$ cat config.mk
export PLATFORM = sky130hd
export DESIGN_NAME = uart_echo_fifo
export DESIGN_NICKNAME = d
export VERILOG_FILES = /design/src/rtl/uart_echo_fifo.sv
export SDC_FILE = /design/constraint.sdc
export NUM_CORES = 1
export LEC_CHECK = 0
export CORE_MARGIN = 4
export CORE_UTILIZATION = 30
export CTS_CLUSTER_SIZE = 24
export DETAILED_ROUTE_END_ITERATION = 16
export GPL_TIMING_DRIVEN = 0
export SYNTH_ARGS = -nofsm -noshare
export SYNTH_HDL_FRONTEND = slang
export SYNTH_SLANG_ARGS = --single-unit
$ cat constraint.sdc
create_clock -name clk -period 3.1 [get_ports clk]
set_input_delay 0.775 -clock clk [delete_from_list [all_inputs] [get_ports clk]]
set_output_delay 0.775 -clock clk [all_outputs]
set_load 0.03 [all_outputs]
$ cat src/rtl/uart_echo_fifo.sv
// uart_echo_fifo
//   Buffered echo path between a UART receiver and transmitter. Received
//   bytes are queued in a DEPTH-entry FIFO and replayed to the transmitter
//   one at a time, only while it is idle. A transform chosen by 'mode' is
//   applied when each byte leaves the FIFO.
//
// Ports
//   clk, rst      system clock; synchronous active-high reset
//   rx_valid      1-cycle strobe: rx_data holds a received byte
//   rx_data       received byte
//   rx_error      receiver framing error strobe
//   tx_busy       transmitter is shifting a byte out
//   tx_start      1-cycle strobe: start transmitting tx_data
//   tx_data       byte to transmit; held until the next pop
//   mode          0 pass, 1 XOR with xor_key, 2 ASCII upper-case, 3 hold
//   xor_key       key for mode 1
//   fifo_count    current FIFO occupancy
//   overflow      sticky: a byte arrived while the FIFO was full
//   drop_count    saturating count of dropped bytes (overflow or TX timeout)
//   err_count     saturating count of rx_error strobes

module uart_echo_fifo #(
    parameter int DATA_W       = 8,
    parameter int DEPTH        = 16,
    parameter int BUSY_TIMEOUT = 64,
    parameter int ERR_W        = 8
) (
    input  logic                       clk,
    input  logic                       rst,
    input  logic                       rx_valid,
    input  logic [DATA_W-1:0]          rx_data,
    input  logic                       rx_error,
    input  logic                       tx_busy,
    output logic                       tx_start,
    output logic [DATA_W-1:0]          tx_data,
    input  logic [1:0]                 mode,
    input  logic [DATA_W-1:0]          xor_key,
    output logic [$clog2(DEPTH):0]     fifo_count,
    output logic                       overflow,
    output logic [ERR_W-1:0]           drop_count,
    output logic [ERR_W-1:0]           err_count
);

    localparam int AW = $clog2(DEPTH);
    localparam int CW = AW + 1;
    localparam int TW = $clog2(BUSY_TIMEOUT + 1);

    localparam logic [1:0] MODE_PASS  = 2'd0;
    localparam logic [1:0] MODE_XOR   = 2'd1;
    localparam logic [1:0] MODE_UPPER = 2'd2;
    localparam logic [1:0] MODE_HOLD  = 2'd3;

    typedef enum logic [1:0] {
        S_IDLE,
        S_LOAD,
        S_WAIT_BUSY,
        S_WAIT_DONE
    } state_t;

    state_t state, state_nxt;

    logic [DATA_W-1:0] mem [DEPTH];
    logic [AW-1:0]     wr_ptr, rd_ptr;
    logic [TW-1:0]     timer;

    logic full, empty;
    logic pop, push_ok, ovf_drop, timed_out;
    logic [1:0] drop_inc;

    function automatic logic [DATA_W-1:0] xform(
        input logic [DATA_W-1:0] d,
        input logic [1:0]        m,
        input logic [DATA_W-1:0] k
    );
        logic [DATA_W-1:0] r;
        r = d;
        case (m)
            MODE_XOR:   r = d ^ k;
            MODE_UPPER: if (d >= DATA_W'(8'h61) && d <= DATA_W'(8'h7A))
                            r = d - DATA_W'(8'h20);
            default:    r = d;
        endcase
        return r;
    endfunction

    assign full  = (fifo_count == CW'(DEPTH));
    assign empty = (fifo_count == '0);

    // A full FIFO still accepts a byte when a pop frees a slot on the same edge.
    assign push_ok  = rx_valid && !rx_error && (!full || pop);
    assign ovf_drop = rx_valid && !rx_error && full && !pop;

    // Both drop sources can fire on the same edge, so increment by up to two.
    assign drop_inc = {1'b0, ovf_drop} + {1'b0, timed_out};

    // ---------------- FSM: state register ----------------
    always_ff @(posedge clk) begin
        if (rst) state <= S_IDLE;
        else     state <= state_nxt;
    end

    // ---------------- FSM: next state ----------------
    always_comb begin
        state_nxt = state;
        case (state)
            S_IDLE:      if (pop)       state_nxt = S_LOAD;
            S_LOAD:                     state_nxt = S_WAIT_BUSY;
            S_WAIT_BUSY: if (tx_busy)   state_nxt = S_WAIT_DONE;
                         else if (timed_out) state_nxt = S_IDLE;
            S_WAIT_DONE: if (!tx_busy)  state_nxt = S_IDLE;
            default:                    state_nxt = S_IDLE;
        endcase
    end

    // ---------------- FSM: outputs ----------------
    // Mode is only consulted in IDLE, so a switch to hold lets the byte
    // already in flight finish.
    always_comb begin
        pop       = 1'b0;
        timed_out = 1'b0;
        tx_start  = 1'b0;
        case (state)
            S_IDLE:      pop       = !empty && (mode != MODE_HOLD) && !tx_busy;
            S_LOAD:      tx_start  = 1'b1;
            S_WAIT_BUSY: timed_out = !tx_busy && (timer == TW'(BUSY_TIMEOUT - 1));
            default:     ;
        endcase
    end

    // Timer counts cycles spent in WAIT_BUSY; cleared everywhere else.
    always_ff @(posedge clk) begin
        if (rst || state != S_WAIT_BUSY) timer <= '0;
        else if (!tx_busy)               timer <= timer + TW'(1);
    end

    // ---------------- FIFO storage ----------------
    always_ff @(posedge clk) begin
        if (push_ok) mem[wr_ptr] <= rx_data;
    end

    always_ff @(posedge clk) begin
        if (rst) begin
            wr_ptr     <= '0;
            rd_ptr     <= '0;
            fifo_count <= '0;
            tx_data    <= '0;
        end else begin
            if (push_ok) wr_ptr <= wr_ptr + AW'(1);
            if (pop) begin
                rd_ptr  <= rd_ptr + AW'(1);
                tx_data <= xform(mem[rd_ptr], mode, xor_key);
            end
            case ({push_ok, pop})
                2'b10:   fifo_count <= fifo_count + CW'(1);
                2'b01:   fifo_count <= fifo_count - CW'(1);
                default: fifo_count <= fifo_count;
            endcase
        end
    end

    // ---------------- status and counters ----------------
    always_ff @(posedge clk) begin
        if (rst) begin
            overflow   <= 1'b0;
            drop_count <= '0;
            err_count  <= '0;
        end else begin
            if (ovf_drop) overflow <= 1'b1;

            if (drop_inc != 2'd0) begin
                if (drop_count > ({ERR_W{1'b1}} - ERR_W'(drop_inc)))
                    drop_count <= {ERR_W{1'b1}};
                else
                    drop_count <= drop_count + ERR_W'(drop_inc);
            end

            if (rx_error && err_count != {ERR_W{1'b1}})
                err_count <= err_count + ERR_W'(1);
        end
    end

    // MODE_PASS is the default transform arm; referenced here for clarity only.
    logic unused_mode_pass;
    assign unused_mode_pass = (MODE_PASS == 2'd0);

endmodule

==> reports/summary.md, run 1 <==
- result of the run: finished clean
- GR Util All Layers: 11.7%
- core area: 0.0252 mm2
- H-tree level count: 4
- final-report setup violation count: 0
- detail-routed net length per standard cell: 16.8 um
- width of the die: 168 um
- area overhead of the layout relative to synthesis: 22.3%
- starting density of the core: 30.5%
- Endpoint, Worst Hold: overflow
- critical setup path kind: flop to flop
- hold buffer count at CTS: 0
- count of antenna diodes in the layout: 0
- Cells on Worst Hold Path: 2
- worst reg2reg path endpoint: drop_count[1]
- ratio of cells with drive above 1 in the final layout: 17.5%
- Top-Level Pins: 54
- power per cell area: 702 mW/mm2
- share of Yosys cell area claimed by the top area cell type: 50.0%
- reg2reg setup slack: 0.15 ns
- CTS Buf Count: 17
- Port Buf Inserts: 51
- worst slew pin tran: 0.684 ns
- clock-pin slew reported for the worst setup and hold paths after clock tree synthesis: 0.07 ns
- Slew HR: 54.4%
- reg-to-reg startpoint: fifo_count[1]
- initial antenna violation count: 0
- Final Max Tran Viols: 0
- total nets after synthesis: 577
- dpl cell area: 0.00863 mm2
- DR vias: 4392
- number of maximum-capacitance violations: 0
- upper clock frequency limit: 0.339 GHz
- Sink Count: 179
- ratio of final minimum period to clock period: 95.3%
- arrival time reported for the critical path endpoint: 3.31 ns
- Via-to-Cell Ratio: 4.61
- clk buf depth: 2
- type of element capturing the critical path: flop
- via count of the first global-routing pass: 4423
- final routed DRC violation total: 0
- largest net degree at the start of global routing: 21
- number of distinct library cells after synthesis: 57
- DIE AREA: 0.0283 mm2
- setup repair after global routing missed its margin: false
- setup_tns: 0 ns
- wire length of the first global-routing pass: 25400 um
- Synthesis Warnings: 0
- average size of a mapped cell: 14.4 um2
- number of enable-type register cells in the synthesized netlist: 128
- Pre-Repair DR Iteration Count: 4
- total wirelength of the detailed-routed design: 16000 um
- Final Power: 6.60 mW
- Seq. cell area: 0.00487 mm2
- critical path's largest stage delay: 0.55 ns
- starting DRC count in detailed routing: 263
- most frequent cells after synthesis: sky130_fd_sc_hd__edfxtp_1, sky130_fd_sc_hd__nor2_1, sky130_fd_sc_hd__dfxtp_1
- top post-synthesis cells by area: sky130_fd_sc_hd__edfxtp_1, sky130_fd_sc_hd__dfxtp_1, sky130_fd_sc_hd__mux4_2, sky130_fd_sc_hd__ha_1, sky130_fd_sc_hd__nor2_1
- r2r worst-path depth: 10
- number of core rows: 58
- list of cells traversed by the critical path: or4_1, o21a_2, nor3_4, inv_1, ha_1, ha_1, inv_1, fa_2, mux2_2, a21oi_1
- share of synthesized flip-flops with an asynchronous set or reset: 0%
- most common flop cell mapped by yosys: sky130_fd_sc_hd__edfxtp_1
- clock latency on the worst-skew pair: 0.44 ns
- maximum vdd ir drop: 0.407 mV
- combined area of all synthesized cells: 0.00769 mm2
- clock tree skew after final layout: 0.0137 ns
- number of failing hold endpoints at the final stage: 0
- leading cell type by number of instances after synthesis: sky130_fd_sc_hd__edfxtp_1
- gate count after technology mapping: 533
- multi-input combinational cell area: 0.00275 mm2
- Die Span Y: 168 um
- Final Wtd Congestion: 0.728
- minimum period implied by the final worst setup slack: 2.95 ns
- path category of the worst min-delay check: flop to flop
- count of nets left with antenna violations after detail routing: 0
- TritonCTS clock tree: done
- synthesis-stage register bit count: 179
- tightest hold margin: 0.474 ns
- post-synthesis cell type with the largest combined area: sky130_fd_sc_hd__edfxtp_1
- data required time of the critical path: 3.46 ns
- global route total overflow: 0
- kind of start point of the critical path: flop
- worst hold path startpoint: overflow
- Design Area, Final: 0.00941 mm2
- Worst Path Max Fanout: 6
- Critical Path Slowest Stage Cell: sky130_fd_sc_hd__or4_1
- sum of net half-perimeters after detailed placement: 10900 um
- share of synthesized area occupied by flip-flops and latches: 63.2%
- Root Buffer: sky130_fd_sc_hd__clkbuf_16
- layout net count: 654
- FILL cells: 2351
- leakage component of the power: 3.14 nW
## layout by cell type, fill, tap and decap left out, types with 17 or more instances in the layout
cell | netlist | final
sky130_fd_sc_hd__dfxtp_1 | 51 | 50
sky130_fd_sc_hd__edfxtp_1 | 128 | 128
sky130_fd_sc_hd__inv_1 | 21 | 21
sky130_fd_sc_hd__mux2i_1 | 21 | 21
sky130_fd_sc_hd__mux4_2 | 20 | 20
sky130_fd_sc_hd__ha_1 | 19 | 18
sky130_fd_sc_hd__clkbuf_16 | 0 | 17
sky130_fd_sc_hd__a21oi_1 | 20 | 20
sky130_fd_sc_hd__nor2_1 | 59 | 47
sky130_fd_sc_hd__clkdlybuf4s50_1 | 0 | 49
sky130_fd_sc_hd__nand2_1 | 32 | 32
## report_power, final
| part | internal (mW) | leakage (nW) | switching, mW |
|---|---|---|---|
| registers | 2.68 | 1.57 | 0.103 |
| clock network | 1.09 | 0.291 | 1.05 |
| logic | 0.779 | 1.28 | 0.897 |
## flip-flops by register name, summed over array words and instances, names as in the netlist, named ones only
signal and flops:
tx_data 8, wr_ptr 4, overflow 1, state 2, err_count 8, timer 7, rd_ptr 4, drop_count 8
fifo_count 5, mem 128
## repair_timing
action,CTS,global route
resized for setup,23,11
setup buffers,3,2
pin swaps,1,2
endpoints found under the hold margin,0,0
cloned,0,0
setup endpoints to repair,137,131
## final cells by class
type | count | area share (%)
sequential | 179 | 51.7
clock buffer | 17 | 4.52
timing repair buffer | 58 | 5.98
multi-input combinational | 311 | 29.2
tap | 330 | 4.39
inverter | 21 | 0.838
clock inverter | 15 | 1.82
buffer | 22 | 1.54
## how the worst max path moves through the flow
stage	slack, ns	from	to
after CTS	0.02	mode[0]	mem[11][4]
final	0.15	fifo_count[1]	drop_count[1]
after floorplan	0.01	tx_busy	drop_count[4]
after global routing	0.003	fifo_count[1]	drop_count[1]
after detailed placement	-1.02	mode[0]	mem[1][5]
after global placement	-1.14	mode[0]	mem[3][4]
## through the flow
stage	setup WS, ns	utilization (%)	std cells
floorplan	0.0120	-	533
global placement	-1.14	34.2	914
detailed placement	-1.02	34.3	916
CTS	0.0182	37.1	951
global route	0.00280	37.4	953
finish	0.147	37.4	953
## worst max-delay path: cells and delay by family (launching register included)
| kind | cells | cell delay, ns |
|---|---|---|
| multiplexers | 1 | 0.26 |
| AND/OR/NAND/NOR | 2 | 0.78 |
| AO/OA/AOI/OAI | 2 | 0.39 |
| flip-flops | 1 | 0.37 |
| adder cells (fa/ha/maj) | 3 | 0.93 |
| buffers and inverters | 2 | 0.15 |
## routing by layer
metal	routed length, um	GRT usage [%]	vias up
met5	0	0	-
met1	7320	15.8	2148
li1	-	-	2161
met2	7740	18.7	72
met3	718	2.51	11
met4	195	4.13	0
## logic make-up (layout without fill, tap and decap cells)
kind of cell             Yosys count  after routing  share of synthesized area [%]
flip-flops                       179            179                           63.2
AND/OR/NAND/NOR                  147            147                           9.11
AO/OA/AOI/OAI                     66             66                           6.59
multiplexers                      50             50                           11.5
buffers and inverters             43            133                           2.91
XOR/XNOR                          27             27                           3.07
adder cells (fa/ha/maj)           21             21                           3.61
(Power assumes the default switching activity.)
==> run 2, diff against run 1 <==
--- a/config.mk
+++ b/config.mk
@@ -10,6 +10,7 @@
 export CTS_CLUSTER_SIZE = 24
 export DETAILED_ROUTE_END_ITERATION = 16
 export GPL_TIMING_DRIVEN = 0
+export PLACE_DENSITY = 0.51
 export SYNTH_ARGS = -nofsm -noshare
 export SYNTH_HDL_FRONTEND = slang
 export SYNTH_SLANG_ARGS = --single-unit
==> reports/summary.md, run 2 (synthesis gave the netlist of run 1 again) <==
- result of the run: finished clean, unchanged
- Design Area, Final: 0.00947 mm2, was 0.00941 mm2
- DIE AREA: 0.0283 mm2, unchanged
- count of nets left with antenna violations after detail routing: 0, unchanged
- ratio of cells with drive above 1 in the final layout: 17.5%, about the same
- leakage component of the power: 3.15 nW, was 3.14 nW
- number of flip-flops under the largest register name: 128, unchanged
- largest net degree at the start of global routing: 20, was 21
- Sink Count: 179, unchanged
- upper clock frequency limit: 0.339 GHz, about the same
- final-report setup violation count: 0, unchanged
- clock latency on the worst-skew pair: 0.43 ns, was 0.44 ns
- initial antenna violation count: 0, unchanged
- arrival time reported for the critical path endpoint: 3.30 ns, was 3.31 ns
- width of the die: 168 um, unchanged
- starting DRC count in detailed routing: 245, was 263
- final routed DRC violation total: 0, unchanged
- type of element capturing the critical path: flop, unchanged
- Slew HR: 42.6%, was 54.4%
- Seq. cell area: 0.00487 mm2, unchanged
- ratio of final minimum period to clock period: 95.1%, was 95.3%
- dpl ws: -0.907 ns, was -1.02 ns
- area overhead of the layout relative to synthesis: 23.0%, was 22.3%
- H-tree level count: 4, unchanged
- FILL cells: 2340, was 2351
- critical setup path kind: flop to flop, unchanged
- Via-to-Cell Ratio: 4.73, was 4.61
- clock-pin slew reported for the worst setup and hold paths after clock tree synthesis: 0.08 ns, was 0.07 ns
- worst slew pin tran: 0.858 ns, was 0.684 ns
- detail-routed net length per standard cell: 17.3 um, was 16.8 um
- maximum vdd ir drop: 0.392 mV, was 0.407 mV
- number of failing hold endpoints at the final stage: 0, unchanged
- sum of net half-perimeters after detailed placement: 11400 um, was 10900 um
- most common library cell in the layout ignoring fill and taps: sky130_fd_sc_hd__edfxtp_1, unchanged
- Pre-Repair DR Iteration Count: 4, unchanged
- hold buffer count at CTS: 0, unchanged
- register bank with the most flops: mem, unchanged
- Final Wtd Congestion: 0.731, was 0.728
- total wirelength of the detailed-routed design: 16500 um, was 16000 um
- minimum period implied by the final worst setup slack: 2.95 ns, about the same
- starting density of the core: 30.5%, unchanged
- Final WS setup: 0.152 ns, was 0.147 ns
- global route total overflow: 0, unchanged
- count of antenna diodes in the layout: 0, unchanged
- power per cell area: 704 mW/mm2, was 702 mW/mm2
- Root Buffer: sky130_fd_sc_hd__clkbuf_16, unchanged
- data required time of the critical path: 3.45 ns, was 3.46 ns
- Port Buf Inserts: 51, unchanged
- Final Max Tran Viols: 0, unchanged
- layout net count: 655, was 654
- setup repair after global routing missed its margin: false, unchanged
- top library cells by usage in the layout, fill and taps aside: sky130_fd_sc_hd__edfxtp_1, sky130_fd_sc_hd__dfxtp_1, sky130_fd_sc_hd__nor2_1, sky130_fd_sc_hd__clkdlybuf4s50_1, sky130_fd_sc_hd__nand2_1, was sky130_fd_sc_hd__edfxtp_1, sky130_fd_sc_hd__dfxtp_1, sky130_fd_sc_hd__clkdlybuf4s50_1
- via count of the first global-routing pass: 4751, was 4423
- clock tree skew after final layout: 0.0140 ns, was 0.0137 ns
- DR vias: 4510, was 4392
- Worst Path Max Fanout: 6, unchanged
- wire length of the first global-routing pass: 26200 um, was 25400 um
- clk buf depth: 2, unchanged
- multi-input combinational cell area: 0.00276 mm2, was 0.00275 mm2
- number of maximum-capacitance violations: 0, unchanged
- dpl cell area: 0.00864 mm2, was 0.00863 mm2
- TritonCTS clock tree: done, unchanged
- tightest hold margin: 0.480 ns, was 0.474 ns
- core area: 0.0252 mm2, unchanged
- CTS Buf Count: 17, unchanged
- number of core rows: 58, unchanged
- Die Span Y: 168 um, unchanged
- Top-Level Pins: 54, unchanged
- setup_tns: 0 ns, unchanged
- path category of the worst min-delay check: flop to flop, unchanged
- GR Util All Layers: 12.0%, was 11.7%
- kind of start point of the critical path: flop, unchanged
[run 2: per-stage QoR]
step / util (%) / power, mW / cells
5_1_grt: 37.6 / 6.99 / 954
3_5_place_dp: 34.3 / 4.50 / 914
3_3_place_gp: 34.2 / 4.46 / 914
4_1_cts: 37.4 / 6.72 / 951
2_1_floorplan: - / 4.01 / 533
6_report: 37.6 / 6.66 / 954
[run 2: critical path: stages, from the launching register on]
cell and delay (ns):
sky130_fd_sc_hd__dfxtp_1 0.37, sky130_fd_sc_hd__or4_4 0.54, sky130_fd_sc_hd__o21a_2 0.24, sky130_fd_sc_hd__nor3_4 0.22, sky130_fd_sc_hd__inv_1 0.07, sky130_fd_sc_hd__ha_1 0.30, sky130_fd_sc_hd__ha_1 0.17, sky130_fd_sc_hd__inv_1 0.06
sky130_fd_sc_hd__fa_2 0.37, sky130_fd_sc_hd__or3_1 0.35, sky130_fd_sc_hd__a31oi_1 0.18
[run 2: metal layers]
layer	vias up	wire length, um	global-route usage [%]
met5	-	0	0
met4	0	193	3.71
met3	11	578	2.70
met2	85	8230	20.2
met1	2251	7460	15.4
li1	2163	-	-
[run 2: final cells by class]
| cell class | instances | area share [%] |
|---|---|---|
| plain buffers | 22 | 1.53 |
| clock buffers | 17 | 4.49 |
| clock inverters | 15 | 2.01 |
| inverters | 21 | 0.833 |
| multi-input cells | 311 | 29.1 |
| flip-flops and latches | 179 | 51.4 |
| well taps | 330 | 4.36 |
| repair buffers | 59 | 6.21 |
[run 2: report_power, final]
group / internal [mW] / switching (mW) / leakage (nW)
Sequential: 2.68 / 0.102 / 1.57
Clock: 1.16 / 1.02 / 0.291
Combinational: 0.787 / 0.912 / 1.29
[run 2: path summary, 6_finish.rpt]
check	to	cells after the start	slack, ns	from
hold reg to reg	overflow	2	0.48	overflow
setup reg to reg	drop_count[4]	10	0.15	fifo_count[1]
hold / removal	overflow	2	0.48	overflow
setup / recovery	drop_count[4]	10	0.15	fifo_count[1]
[run 2: repair_timing]
action                                  4_1_cts  5_1_grt
endpoints found under the setup margin      137       55
pin swaps                                     4        2
buffers inserted                              5        3
resized for setup                            24       10
